## src/rtl/pc_sequencer.sv

```systemverilog
// Program-counter sequencer: owns the PC, runs the fetch/execute handshake
// with instruction memory and the datapath, and counts retired instructions.
//
// state   | meaning
// --------+-------------------------------------------------------------
// S_IDLE  | stopped; PC held, waiting for start (halt wins over start)
// S_FETCH | imem_req high, waiting for imem_ack (unbounded wait)
// S_EXEC  | instruction issued, waiting for ex_done to retire it
module pc_sequencer #(
   parameter int              PC_W     = 6,
   parameter int              OFF_W    = 8,
   parameter logic [PC_W-1:0] RESET_PC = '0,
   parameter int              CNT_W    = 16
) (
   input  logic             clk,
   input  logic             reset,
   input  logic             start,
   input  logic             halt,
   output logic             imem_req,
   output logic [PC_W-1:0]  imem_addr,
   input  logic             imem_ack,
   output logic             instr_valid,
   input  logic             ex_done,
   input  logic             branch,
   input  logic             zero,
   input  logic             jump,
   input  logic [OFF_W-1:0] offset,
   input  logic [PC_W-1:0]  jump_target,
   output logic [PC_W-1:0]  pc,
   output logic             running,
   output logic             branch_taken,
   output logic [CNT_W-1:0] retired
);

   localparam int SUM_W = PC_W + OFF_W;

   typedef enum logic [1:0] {
      S_IDLE  = 2'd0,
      S_FETCH = 2'd1,
      S_EXEC  = 2'd2
   } state_t;

   state_t            state;
   state_t            state_nxt;
   logic              halt_pending;
   logic              retire;
   logic              redirect;
   logic [PC_W-1:0]   seq_pc;
   logic [PC_W-1:0]   next_pc;
   logic [SUM_W-1:0]  off_ext;
   logic [SUM_W-1:0]  br_sum;

   // State register.
   always_ff @(posedge clk or posedge reset) begin
      if (reset) begin
         state <= S_IDLE;
      end else begin
         state <= state_nxt;
      end
   end

   // Next-state decode and state-decoded outputs; reset clears imem_req
   // combinationally since it is decoded from the async-reset state.
   always_comb begin
      state_nxt = state;
      retire    = 1'b0;
      imem_req  = 1'b0;
      running   = 1'b1;
      case (state)
         S_IDLE: begin
            running = 1'b0;
            if (start && !halt) begin
               state_nxt = S_FETCH;
            end
         end
         S_FETCH: begin
            imem_req = 1'b1;
            if (imem_ack) begin
               state_nxt = S_EXEC;
            end
         end
         S_EXEC: begin
            if (ex_done) begin
               retire    = 1'b1;
               state_nxt = (halt_pending || halt) ? S_IDLE : S_FETCH;
            end
         end
         default: begin
            running   = 1'b0;
            state_nxt = S_IDLE;
         end
      endcase
   end

   // Next-PC selection: jump beats branch; the branch sum is formed wide and
   // truncated so the offset wraps modulo 2^PC_W.
   always_comb begin
      seq_pc   = pc + PC_W'(1);
      off_ext  = {{PC_W{offset[OFF_W-1]}}, offset};
      br_sum   = {{OFF_W{1'b0}}, seq_pc} + off_ext;
      redirect = jump || (branch && zero);
      if (jump) begin
         next_pc = jump_target;
      end else if (branch && zero) begin
         next_pc = br_sum[PC_W-1:0];
      end else begin
         next_pc = seq_pc;
      end
   end

   // PC and retired counter update only when an instruction retires.
   always_ff @(posedge clk or posedge reset) begin
      if (reset) begin
         pc      <= RESET_PC;
         retired <= '0;
      end else if (retire) begin
         pc      <= next_pc;
         retired <= retired + CNT_W'(1);
      end
   end

   // Registered pulses and the sticky halt request.
   always_ff @(posedge clk or posedge reset) begin
      if (reset) begin
         instr_valid  <= 1'b0;
         branch_taken <= 1'b0;
         halt_pending <= 1'b0;
      end else begin
         instr_valid  <= (state == S_FETCH) && imem_ack;
         branch_taken <= retire && redirect;
         if (state != S_IDLE && state_nxt == S_IDLE) begin
            halt_pending <= 1'b0;
         end else if ((state == S_FETCH || state == S_EXEC) && halt) begin
            halt_pending <= 1'b1;
         end
      end
   end

   assign imem_addr = pc;

endmodule

```

## config.mk

```make
export PLATFORM = sky130hd
export DESIGN_NAME = pc_sequencer
export DESIGN_NICKNAME = d
export VERILOG_FILES = /design/src/rtl/pc_sequencer.sv
export SDC_FILE = /design/constraint.sdc
export NUM_CORES = 1
export LEC_CHECK = 0
export ABC_CLOCK_PERIOD_IN_PS = 6810
export CORE_MARGIN = 5
export CORE_UTILIZATION = 64
export CTS_BUF_LIST = sky130_fd_sc_hd__clkbuf_8 sky130_fd_sc_hd__clkbuf_16
export DETAILED_ROUTE_END_ITERATION = 6
export DONT_BUFFER_PORTS = 1
export GPL_TIMING_DRIVEN = 0
export HOLD_SLACK_MARGIN = 0.03
export PLACE_DENSITY_LB_ADDON = 0.1
export SYNTH_ARGS = -nofsm -noshare
export SYNTH_HDL_FRONTEND = slang
export SYNTH_SLANG_ARGS = --single-unit
```

## constraint.sdc

```tcl
create_clock -name clk -period 6.81 [get_ports clk]
set_input_delay 1.362 -clock clk [delete_from_list [all_inputs] [get_ports clk]]
set_output_delay 1.362 -clock clk [all_outputs]
set_load 0.02 [all_outputs]
```

### After elaboration in Yosys (flattened, before gate mapping)

Cells that the tools add are included.

* bits in registers: 27
* input port bits: 23
* output and inout port bits: 32
* logic and storage cells: 39

* add/sub/neg operators: 3
* equality and inequality tests: 2
* mux-type cells: 13
* reduce and logical (&&, ||, !) cells: 15

Operator list (count)
* 16-bit by 1-bit adder with 16-bit output (second input constant): 1
* 6-bit 2-to-1 mux: 2
* 1-bit 2-to-1 mux: 7
* 6-bit by 1-bit adder with 6-bit output (second input constant): 1
* 6-bit adder: 1
* 1-bit logical AND: 6
* 2-bit 2-to-1 mux: 3
* 2-bit case mux with 3 select lines: 1
* 2-bit zero test: 2
* 2-bit nonzero test: 2
* 1-bit logical OR: 3
* 2-bit by 1-bit equality test with 1-bit output (second input constant): 1
* 2-bit equality test (second input constant): 1
* 2-bit OR reduction: 1
* 1-bit zero test: 1

### Depth between registers and ports, before layout

* word-level depth: 7
* depth in mapped cells: 10
* gate-level depth less buffers: 10

### Worst setup path before layout

OpenSTA, ideal clock, no wires.

* path kind: input to register
* from: input port offset[4]
* to: register pc[5], in the netlist imem_addr[5]
* library setup time: 0.124 ns
* data arrival time: 2.808 ns
* required time: 6.686 ns
* setup slack: 3.878 ns
* cell stages on the path: 7
* path buffers: 0
* cell sequence: ha_1 > and2_1 > a221oi_2 > and4b_1 > a211oi_1 > nand3b_1 > a211o_2

* word-level cells in the longest chain between the ends: 3

Ends and longest elaborated chain
* start: declaration: line 27 `input logic [OFF_W-1:0] offset,`
* 6-bit adder: line 100 `br_sum = {{OFF_W{1'b0}}, seq_pc} + off_ext;`
* 6-bit 2-to-1 mux: line 104 `end else if (branch && zero) begin`
* 6-bit 2-to-1 mux: line 102 `if (jump) begin`
* end signal: assignment: line 117 `pc <= next_pc;`
* end: declaration: line 29 `output logic [PC_W-1:0] pc,`

No other way between the ends.
A chain may end at the register's enable or synchronous reset.

### Final worst setup path

* from: register pc[0], in the netlist imem_addr[0]
* to: register pc[5], in the netlist imem_addr[5]

* word-level cells in the longest chain between the ends: 4

Ends and longest elaborated chain
* 6-bit by 1-bit adder with 6-bit output (*): line 98 `seq_pc = pc + PC_W'(1);`
* 6-bit adder: line 100
* 6-bit 2-to-1 mux (*): line 104
* 6-bit 2-to-1 mux (*): line 102

Mark *: on every way between the ends. The rest lies on a longest branch, timed or not.

==> summary.md <==
| Metric | Value |
|---|---|
| Status | finished clean |
| RSZ-0062 raised after global routing | no |
| Clk_lat worst skew | 0.27 ns |
| Footprint of the multi-input gates | 895 um^2 |
| Top FF cell, synth | dfrtp_1 |
| Clock Pin Slew Worst Setup and Hold Paths | 0.09 ns |
| Total CTS buffers | 3 |
| Post-route DRC | 0 |
| Setup TNS | 0 ns |
| Wire per inst | 17.1 um |
| Mapped Cells | 168 |
| Total GRT Usage | 0.199 |
| Startpoint Class | register |
| FMAX | 344 MHz |
| Synthesized Nets | 204 |
| Vias/cell | 6.05 |
| Worst Skew | 0.00462 ns |
| Most frequent cells in the layout | dfrtp_1 (27), nand2_1 (16), o21ai_0 (14) |
| Worst EP required | 6.97 ns |
| DIE WIDTH | 60.7 um |
| Final Hold Vio Count | 0 |
| Share of layout cells above drive strength 1 | 0.0814 |
| First DRT Iteration DRCs | 52 |
| Cell area after synthesis | 1650 um^2 |
| P_leak | 0.801 nW |
| Setup Buffers After CTS | 0 |
| Clk buf depth | 2 |
| R2r endpoint | imem_addr[5] |
| NumNets Final | 209 |
| First-pass GRT wire length | 5.51 mm |
| Pin count of the biggest net entering global routing | 28 |
| CP endpoint kind | register |
| Slew Viols, Final | 0 |
| Min cycle time layout | 2.90 ns |
| Share of flip-flops with an asynchronous set or reset | 1.00 |
| Initial antenna violation count | 0 |
| Post-synthesis sequential area ratio | 0.411 |
| Average size of a mapped cell | 9.79 um^2 |
| Max-slew headroom | 0.354 |
| Count of unique library cells instantiated by Yosys | 36 |
| Reg area | 676 um^2 |
| Final setup fails | 0 |
| CTS root buffer | clkbuf_8 |
| Yosys warning count | 0 |
| P&R area growth vs syn | 5.02% |
| Die Ht | 60.7 um |
| I/O pin count | 55 |
| Post-synthesis mux area share | 0.0190 |
| Final HPWL DP | 2.76 mm |
| Compound-gate portion of the synthesized area | 0.113 |
| Hold Startpoint | halt_pending |
| Die footprint | 3690 um^2 |
| Min-Delay Path Class | register to register |
| Final-layout fill cell count | 182 |
| Maxcap violations | 0 |
| Type of the worst setup path | register to register |
| Final instance area | 1730 um^2 |
| Least-Margin Pin Slew | 0.969 ns |
| Starting Density | 0.664 |
| Port Buffers | 0 |
| Setup crit start | imem_addr[0] |
| Peak VDD IR | 255 uV |
| Crit share post-route | 0.426 |
| EDFF count, synth | 0 |
| Worst endpoint data arrival time | 3.06 ns |
| PwrDens | 384 nW/um^2 |
| Core region area | 2480 um^2 |
| CTS tree | done |
| Gpl congestion | 0.775 |
| Most common cell after layout, fill and taps aside | dfrtp_1 |
| Vias | 1,223 |
| Remaining Overflow, GRT | 0 |
| Xor-xnor portion of the synthesized cell area | 0.112 |
| Clock sink count | 27 |
| Hold depth | 2 |
| Worst r2r src | imem_addr[0] |
| Post-synthesis simple-gate area fraction | 0.197 |
| Post-CTS sizing | 0 |
| Number of global-route vias before repair | 1,253 |
| Adder-Cell Fraction of Synth Area | 0.103 |
| Row count | 18 |
| Diode count | 0 |
| DRT antenna net count | 0 |
| Post-CTS Hold Buffers | 0 |
| Hold Path End | halt_pending |
| Dominant combinational cell family by area after synthesis | simple AND/OR/NAND/NOR gates |
| Setup slack, reg-to-reg | 3.91 ns |
| R2R depth | 10 |
| Crit Path Max Fanout | 7 |
| Register bit total from synthesis | 27 |
| DRT Pass-1 Iters | 7 |
| Placed Area | 1680 um^2 |
| WL final | 3.45 mm |
| Max H-tree Level | 1 |
[registers in the layout (all words and copies together) (netlist names)]
name,cells
branch_taken,1
state,2
halt_pending,1
retired,16
imem_addr,6
instr_valid,1
[cell usage after synthesis (all sizes together) (2+ instances only)]
cell type,count,share of area
a211oi,2,0.0091
a21oi,9,0.027
dfrtp,27,0.41
nand2,16,0.037
and2,4,0.015
and3,4,0.018
nor3b,2,0.0091
inv,5,0.011
xor2,8,0.043
nand3b,2,0.0091
xnor2,13,0.069
o21ai,14,0.043
clkbuf,3,0.0068
a21o,2,0.0091
ha,12,0.091
nand3,6,0.021
nand4,6,0.023
mux2i,2,0.012
a211o,2,0.011
nor2b,3,0.011
nor3,2,0.0061
buf,6,0.027
nor2,8,0.018
[worst max path at each step]
stage                               to  slack, ns  cells past startpoint
final                     imem_addr[5]       3.91                     10
after global routing      imem_addr[5]       3.71                     10
after CTS                 imem_addr[5]       3.90                     10
after detailed placement  imem_addr[5]       3.76                      7
after global placement    imem_addr[5]       3.81                      7
after floorplan           imem_addr[5]       3.88                      7
[metrics by stage]
stage	total power [mW]	utilization	hold slack (ns)	worst slack [ns]	cells
global placement	0.564	0.679	0.487	3.81	198
finish	0.663	0.697	0.517	3.91	202
floorplan	0.522	-	0.471	3.88	168
global route	0.715	0.697	0.563	3.71	202
CTS	0.665	0.697	0.515	3.90	202
detailed placement	0.578	0.679	0.493	3.76	198
[routing by layer]
layer	GRT usage	vias to the layer above	share of wire	routed length, um
li1	-	592	-	-
met1	0.220	580	0.42	1440
met2	0.356	43	0.48	1670
met3	0.0638	8	0.084	289
met4	0.0743	0	0.016	54
met5	0	-	0	0
[cell type report]
type	count	area share
multi-input cells	127	0.518
flip-flops and latches	27	0.391
plain buffers	9	0.0326
clock buffers	3	0.0239
well taps	30	0.0217
inverters	5	0.0109
clock inverters	1	0.00217
[kinds of logic after synthesis]
logic type / after synthesis
and+or+nand+nor: 59
AOI/OAI and AO/OA: 31
xor gates and xnor gates: 21
adders and majority gates: 13
muxes: 3
DFF: 27
buffers and inverters: 14
[power by group]
group,internal (mW),switching [mW]
clock network,0.0404,0.0480
registers,0.196,0.0909
logic,0.130,0.159
total,0.366,0.297
[worst max-delay path: stages, from the launching register on]
cell and delay [ns]:
dfrtp_1 0.59, ha_1 0.28, nand3_1 0.11, xnor2_1 0.26, ha_1 0.32, and2_1 0.18, a221oi_2 0.26, and4b_1 0.27
a211oi_1 0.06, nand3b_1 0.17, a211o_2 0.30
Power figures use the tool's default switching activity.
